File: src/rtl/debug_host.sv
// Command/dump host: sends one command byte to a UART transmitter and, when the
// command expects an answer, reassembles a FRAME_BYTES-byte response frame.
// Optional response watchdog is enabled with macro DEBUG_HOST_TIMEOUT_EN.
module debug_host #(
  parameter int FRAME_BYTES    = 172,
  parameter int TIMEOUT_CYCLES = 1000000
) (
  input  logic                     top_clk,
  input  logic                     rst_n,
  input  logic                     cmd_valid,
  input  logic [7:0]               cmd_code,
  input  logic                     cmd_expect,
  output logic                     cmd_ready,
  output logic                     tx_start,
  output logic [7:0]               tx_bus,
  input  logic                     tx_done_tick,
  input  logic                     rx_done_tick,
  input  logic [7:0]               rx_bus,
  output logic [FRAME_BYTES*8-1:0] frame_data,
  output logic                     frame_valid,
  output logic                     timeout_err
);

  localparam int CNT_W = $clog2(FRAME_BYTES + 1);
  localparam logic [CNT_W-1:0] CNT_LAST = CNT_W'(FRAME_BYTES - 1);

  typedef enum logic [2:0] {IDLE, SEND, WAIT_TX, COLLECT, DONE} state_t;

  state_t           state, state_nxt;
  logic [CNT_W-1:0] cnt;
  logic             expect_q;
  logic             accept;
  logic             store;

`ifdef DEBUG_HOST_TIMEOUT_EN
  localparam int TMR_W = $clog2(TIMEOUT_CYCLES + 1);
  localparam logic [TMR_W-1:0] TMR_LAST = TMR_W'(TIMEOUT_CYCLES - 1);

  logic [TMR_W-1:0] timer;
  logic             timeout_hit;
`endif

  always_comb begin
    state_nxt   = state;
    cmd_ready   = 1'b0;
    tx_start    = 1'b0;
    frame_valid = 1'b0;
    accept      = 1'b0;
    store       = 1'b0;
`ifdef DEBUG_HOST_TIMEOUT_EN
    timeout_hit = 1'b0;
`endif
    case (state)
      IDLE: begin
        cmd_ready = 1'b1;
        if (cmd_valid) begin
          accept    = 1'b1;
          state_nxt = SEND;
        end
      end
      SEND: begin
        tx_start  = 1'b1;
        state_nxt = WAIT_TX;
      end
      WAIT_TX: begin
        if (tx_done_tick) state_nxt = expect_q ? COLLECT : IDLE;
      end
      COLLECT: begin
        if (rx_done_tick) begin
          store = 1'b1;
          if (cnt == CNT_LAST) state_nxt = DONE;
        end
`ifdef DEBUG_HOST_TIMEOUT_EN
        else if (timer == TMR_LAST) begin
          timeout_hit = 1'b1;
          state_nxt   = IDLE;
        end
`endif
      end
      DONE: begin
        frame_valid = 1'b1;
        state_nxt   = IDLE;
      end
      default: state_nxt = IDLE;
    endcase
  end

  // tx_bus doubles as the latched command code, so it stays stable until tx_done_tick
  always_ff @(posedge top_clk or negedge rst_n) begin
    if (!rst_n) begin
      state      <= IDLE;
      cnt        <= '0;
      expect_q   <= 1'b0;
      tx_bus     <= '0;
      frame_data <= '0;
    end else begin
      state <= state_nxt;
      if (accept) begin
        tx_bus   <= cmd_code;
        expect_q <= cmd_expect;
        cnt      <= '0;
      end
      if (store) begin
        cnt <= cnt + 1'b1;
        for (int k = 0; k < FRAME_BYTES; k++) begin
          if (cnt == CNT_W'(k)) frame_data[8*k +: 8] <= rx_bus;
        end
      end
    end
  end

`ifdef DEBUG_HOST_TIMEOUT_EN
  // Timer is held at zero outside COLLECT, which also restarts it on entry
  always_ff @(posedge top_clk or negedge rst_n) begin
    if (!rst_n) begin
      timer       <= '0;
      timeout_err <= 1'b0;
    end else begin
      if (state != COLLECT || store) timer <= '0;
      else                           timer <= timer + 1'b1;
      if (accept)           timeout_err <= 1'b0;
      else if (timeout_hit) timeout_err <= 1'b1;
    end
  end
`else
  assign timeout_err = 1'b0;
`endif

endmodule
File: config.mk
export PLATFORM = sky130hd
export DESIGN_NAME = debug_host
export DESIGN_NICKNAME = d
export VERILOG_FILES = /design/src/rtl/debug_host.sv
export SDC_FILE = /design/constraint.sdc
export NUM_CORES = 2
export LEC_CHECK = 0
export ABC_CLOCK_PERIOD_IN_PS = 3100
export BUFFER_PORTS_ARGS = -buffer_cell sky130_fd_sc_hd__buf_2
export CORE_AREA = 2 2 549 551
export CTS_CLUSTER_SIZE = 14
export DETAILED_ROUTE_END_ITERATION = 16
export DIE_AREA = 0 0 551 553
export GPL_TIMING_DRIVEN = 1
export HOLD_SLACK_MARGIN = 0.15
export MAX_ROUTING_LAYER = met4
export PLACE_DENSITY_LB_ADDON = 0.08
export SETUP_SLACK_MARGIN = 0.15
export SYNTH_ARGS = -nofsm -noshare
export SYNTH_HDL_FRONTEND = slang
export SYNTH_SLANG_ARGS = --single-unit
File: constraint.sdc
create_clock -name top_clk -period 3.1 [get_ports top_clk]
set_input_delay 0.465 -clock top_clk [delete_from_list [all_inputs] [get_ports top_clk]]
set_output_delay 0.465 -clock top_clk [all_outputs]
set_load 0.02 [all_outputs]
# Yosys cells after proc, flatten, opt, wreduce, memory -nomap -nowiden
# Index checks and enable logic that the tools add are counted.
dict set report word_totals {
  register_bits 1396
  elab_cells 547
}
dict set report op_classes {
  n_addsub 1
  n_eq_ne 179
  mux 15
  reduce_logical 176
}
# op n
set op_table {}
lappend op_table {{$eq 8x7->1 const B} 64}
lappend op_table {{$eq 8x8->1 const B} 44}
lappend op_table {{$reduce_and 2->1} 172}
lappend op_table {{$eq 8x6->1 const B} 32}
lappend op_table {{$eq 8x5->1 const B} 16}
lappend op_table {{$eq 8x4->1 const B} 8}
lappend op_table {{$eq 8x3->1 const B} 4}
lappend op_table {{$eq 8x2->1 const B} 2}
lappend op_table {{$mux 8} 2}
lappend op_table {{$mux 3} 4}
lappend op_table {{$pmux 3 s4} 1}
lappend op_table {{$add 8x1->8 const B} 1}
lappend op_table {{$eq 8x1->1 const B} 1}
lappend op_table {{$logic_not 8->1} 1}
lappend op_table {{$ne 2x2->1 const B} 4}
lappend op_table {{$mux 1} 7}
lappend op_table {{$eq 3x2->1 const B} 2}
lappend op_table {{$reduce_and 4->1} 1}
lappend op_table {{$eq 3x1->1 const B} 1}
lappend op_table {{$eq 3x3->1 const B} 1}
lappend op_table {{$logic_not 3->1} 1}
lappend op_table {{$mux 2} 1}
lappend op_table {{$reduce_bool 2->1} 1}

# Longest topological paths before layout
dict set report depth {
  word_depth 4
  ltp_mapped 7
  depth_no_buf 4
}

# Worst setup path before layout
# Ideal clock, no wire load.
dict set report synth_path {
  kind {reg2reg}
  from {register cnt[0]}
  to {register frame_data[1008]}
  setup_time_ns 0.125
  arrival_time_ns 1.989
  setup_slack_ns 0.986
  path_stages_with_launch 7
  path_cell_list {dfrtp_1 -> inv_1 -> ha_1 -> clkbuf_1 -> buf_1 -> nand4_2 -> mux2_2}
}
dict set report synth_between {
  elab_chain_cells 2
}
# item line_no
set synth_lines {}
lappend synth_lines {{start: declaration} 30} ;# logic [CNT_W-1:0] cnt;
lappend synth_lines {{start signal: assignment} 104} ;# cnt <= cnt + 1'b1;
lappend synth_lines {{$eq 8x7->1} 106} ;# if (cnt == CNT_W'(k)) frame_data[8*k +: 8] <= rx_bus;
lappend synth_lines {{$reduce_and 2->1 (no line)} --}
lappend synth_lines {{end signal: indexed assignment} 106}
lappend synth_lines {{end: declaration} 19} ;# output logic [FRAME_BYTES*8-1:0] frame_data,
# Every way passes these cells.
# A chain may end at the register's enable or synchronous reset.

# Final worst setup path
dict set report layout_path {
  from {register cnt[7]}
  to {register state[1]}
}
dict set report layout_between {
  elab_chain_cells 3
}
# item line_no
set layout_lines {}
lappend layout_lines {{$eq 8x8->1} 71} ;# if (cnt == CNT_LAST) state_nxt = DONE;
lappend layout_lines {{$ne 2x2->1 (no line)} --}
lappend layout_lines {{$reduce_and 4->1 (no line)} --}
lappend layout_lines {{end signal: assignment} 97} ;# state <= state_nxt;
lappend layout_lines {{end: declaration} 29} ;# state_t state, state_nxt;
# Every way passes these cells.

==> key figures <==
Critical path
  • Depth of the most critical reg-to-reg path: 5
  • Critical path class: reg2reg
  • CP max stage delay: 830 ps
  • Crit path arrival time: 3540 ps
  • Worst setup slack for register-to-register paths: 260 ps
  • Critical Path Source Type: register
  • Cell count along the critical path: 5
  • Critical register-to-register path startpoint: cnt[7]
  • Slowest CP cell: sky130_fd_sc_hd__and4bb_2
  • Maximum fanout along the worst path: 13
  • Required time of the critical path: 3800 ps
  • Delay-heaviest family, CP: simple AND/OR/NAND/NOR gates
  • Capturing element type of the critical path: register
  • CP Buf/Inv Count: 2
  • Cell breakdown of the critical path: and4bb_2, buf_4, and4_1, a31oi_1, dlygate4sd3_1
  • Endpoint of the lowest-slack register-to-register path: state[1]

Logic synthesis
  • Xor-xnor portion of the synthesized cell area: 0.0159%
  • Portion of netlist area occupied by mux cells: 28.4%
  • Simple-gate share of the synthesized area: 5.62%
  • Number of synthesized flops with an enable pin: 0
  • Post-synth ARST share: 100%
  • Synthesis-stage register bit count: 1396
  • Synthesized cell area: 55100 um2
  • Yosys warnings: 0
  • Number of nets in the synthesized netlist: 3292
  • Post-synthesis average cell area: 16.9 um2
  • Top FF cell, synth: sky130_fd_sc_hd__dfrtp_1
  • Post-Synthesis Cells: 3266
  • Sequential-to-total area share from yosys stat: 63.4%
  • Compound-cell area share of the yosys netlist: 0.114%
  • Largest family of logic cells by synthesized area: multiplexers
  • Synth unique cells: 42
  • Arithmetic-cell share of the synthesized area counting full adders, half adders and majority gates: 0.0909%

Clock network
  • CTS tree: done
  • Clock transition at the registers of the reported paths: 60 ps
  • Worst-skew pair later-pin latency: 840 ps
  • Number of buffers on the longest clock path: 4
  • Clock sink count: 1396
  • Number of resized instances in the post-cts repair step: 0
  • Buffer type at the clock tree root: sky130_fd_sc_hd__clkbuf_16
  • TritonCTS buffer count: 186
  • # H-tree levels: 4

Die
  • Area enclosed by the die boundary: 305000 um2
  • Die Width: 551 um
  • Chip height: 553 um
  • Starting utilization of the core area: 18.4%
  • Number of top-level pins: 1410
  • Core box area: 299000 um2
  • Number of rows created at floorplan: 201

Timing
  • Final Max Tran Viols: 0
  • Post-route clock period utilization: 91.5%
  • Setup TNS: 0 ps
  • Actual transition at the worst max-transition pin: 908 ps
  • Setup-violating endpoint count in the final report: 0
  • Final clock skew: 56.3 ps
  • Maximum clock frequency: 353 MHz
  • Setup ws final: 263 ps
  • Period minus WS final: 2840 ps
  • Fin. Hold Viols: 0
  • Max-slew headroom: 39.5%
  • RSZ-0062 raised after global routing: no

Placement
  • Number of buffer cells added on primary ports: 1408
  • Worst setup slack before clock tree synthesis: 277 ps
  • Number of cells after detailed placement: 8558
  • Gp weighted congestion: 0.755
  • Final HPWL DP: 192000 um

Cells and area
  • Synthesis-to-finish area growth: 34.6%
  • Final Instance Count excl. Fillers: 8899
  • Post-layout net count: 4828
  • Most common library cell in the layout ignoring fill and taps: sky130_fd_sc_hd__buf_2
  • Layout Utilization: 24.8%
  • Most frequent cells in the layout: 1399 x sky130_fd_sc_hd__buf_2, 1396 x sky130_fd_sc_hd__dfrtp_1, 1375 x sky130_fd_sc_hd__mux2_2
  • Share of post-route cells with drive strength above 1: 69.0%

Route
  • Detailed Route Iter0 Violations: 1571
  • Aggregate routed wire length: 268000 um
  • Vias: 35.2k
  • Routed wire length per instance: 30.1 um
  • Pre-Repair DR Iteration Count: 5
  • Number of antenna-violating nets in the routed design: 0
  • Post-DR vias/cell: 3.96
  • Post-route DRC: 0

Global route
  • Global Route met3 Usage: 6.94%
  • Pin count of the biggest net entering global routing: 86
  • Sum of overflow across all layers after global routing: 0
  • First-pass GRT wire length: 359000 um
  • Busiest metal layer after global routing: met2
  • Via count of the first global-routing pass: 37.2k
  • Routing usage on met1: 20.4%
  • Initial antenna violation count: 14
  • Overall Global Routing Usage: 17.6%
  • Met2 track utilization from global routing: 28.6%

Pwr
  • Worst IR Drop VDD: 0.000543 V
  • P per Cell Area: 733 nW/um2
  • Post-layout power: 0.0543 W
  • Static leakage power: 40.9 nW

Job
  • Max cap viols: 0

Hold path
  • Hold crit path type: in2async

Status
  • Outcome: finished clean
## state kept, by name (all words and copies together), names as in the netlist
name        cells
cnt             8
expect_q        1
frame_data   1376
state           3
tx_bus          8
## repair_timing
action | 4_1_cts | 5_1_grt
endpoints found under the setup margin | 0 | 0
endpoints found under the hold margin | 80 | 0
hold buffers | 14 | 0
setup buffers | 0 | 0
## synthesized netlist by cell type, drive strengths merged, types with 2 or more instances
cell type	n	area (um2)
nand2	6	22.5
and2	2	12.5
inv	4	15.0
o21ai	2	10.0
mux2	1385	15600
ha	4	50.1
and4bb	5	62.6
a31oi	2	12.5
dfrtp	1396	34900
and4b	2	20.0
o211ai	2	15.0
nor3	3	15.0
or4	2	15.0
mux2i	3	30.0
nand3	10	50.1
buf	86	674
nand4	173	2720
nor2	3	18.8
nor4b	4	77.6
clkbuf	158	593
nor2b	3	18.8
## per-stage QoR
stage               hold WS [ps]  instance area, um2
global placement             471               68000
finish                       277               74100
global route                 266               74100
CTS                          234               74100
floorplan                    169               55100
detailed placement           477               68000
## power by group
part           internal, W  total [W]  switching [W]
Combinational      0.00360     0.0117        0.00812
Sequential          0.0202     0.0212        0.00104
Clock               0.0127     0.0213        0.00868
## kinds of logic (layout without fill, tap and decap cells)
logic type | count (synthesis) | after routing
and+or+nand+nor | 219 | 219
xor gates and xnor gates | 1 | 1
DFF | 1396 | 1396
AOI/OAI and AO/OA | 9 | 9
other | 1 | 5
muxes | 1388 | 1388
buffers and inverters | 248 | 1919
adders and majority gates | 4 | 4
## worst max-delay path by stage
stage / startpoint / end / slack, ps
after floorplan: cnt[0] / frame_data[1008] / 990
after global placement: cnt[7] / frame_data[1360] / 300
after detailed placement: cnt[7] / frame_data[1361] / 280
after CTS: cnt[7] / frame_data[1361] / 230
after global routing: cnt[7] / state[1] / 190
final: cnt[7] / state[1] / 260
## layer usage
layer  vias to the layer above  part of all wire, %
li1                      14908                    -
met2                      1246                   48
met3                       255                  9.6
met5                         -                    0
met1                     18787                   40
met4                         0                  2.1
## area by class of cell
cell class / count / area [um2]
Antenna cell: 4 / 10.0
Clock buffer: 287 / 5510
Clock inverter: 36 / 420
Fill cell: 31458 / 225000
Inverter: 4 / 15.0
Multi-Input combinational cell: 1622 / 18900
Sequential cell: 1396 / 34900
Tap cell: 3958 / 4950
Timing Repair Buffer: 1592 / 9320
No activity file was read; power rests on OpenSTA's default activity.
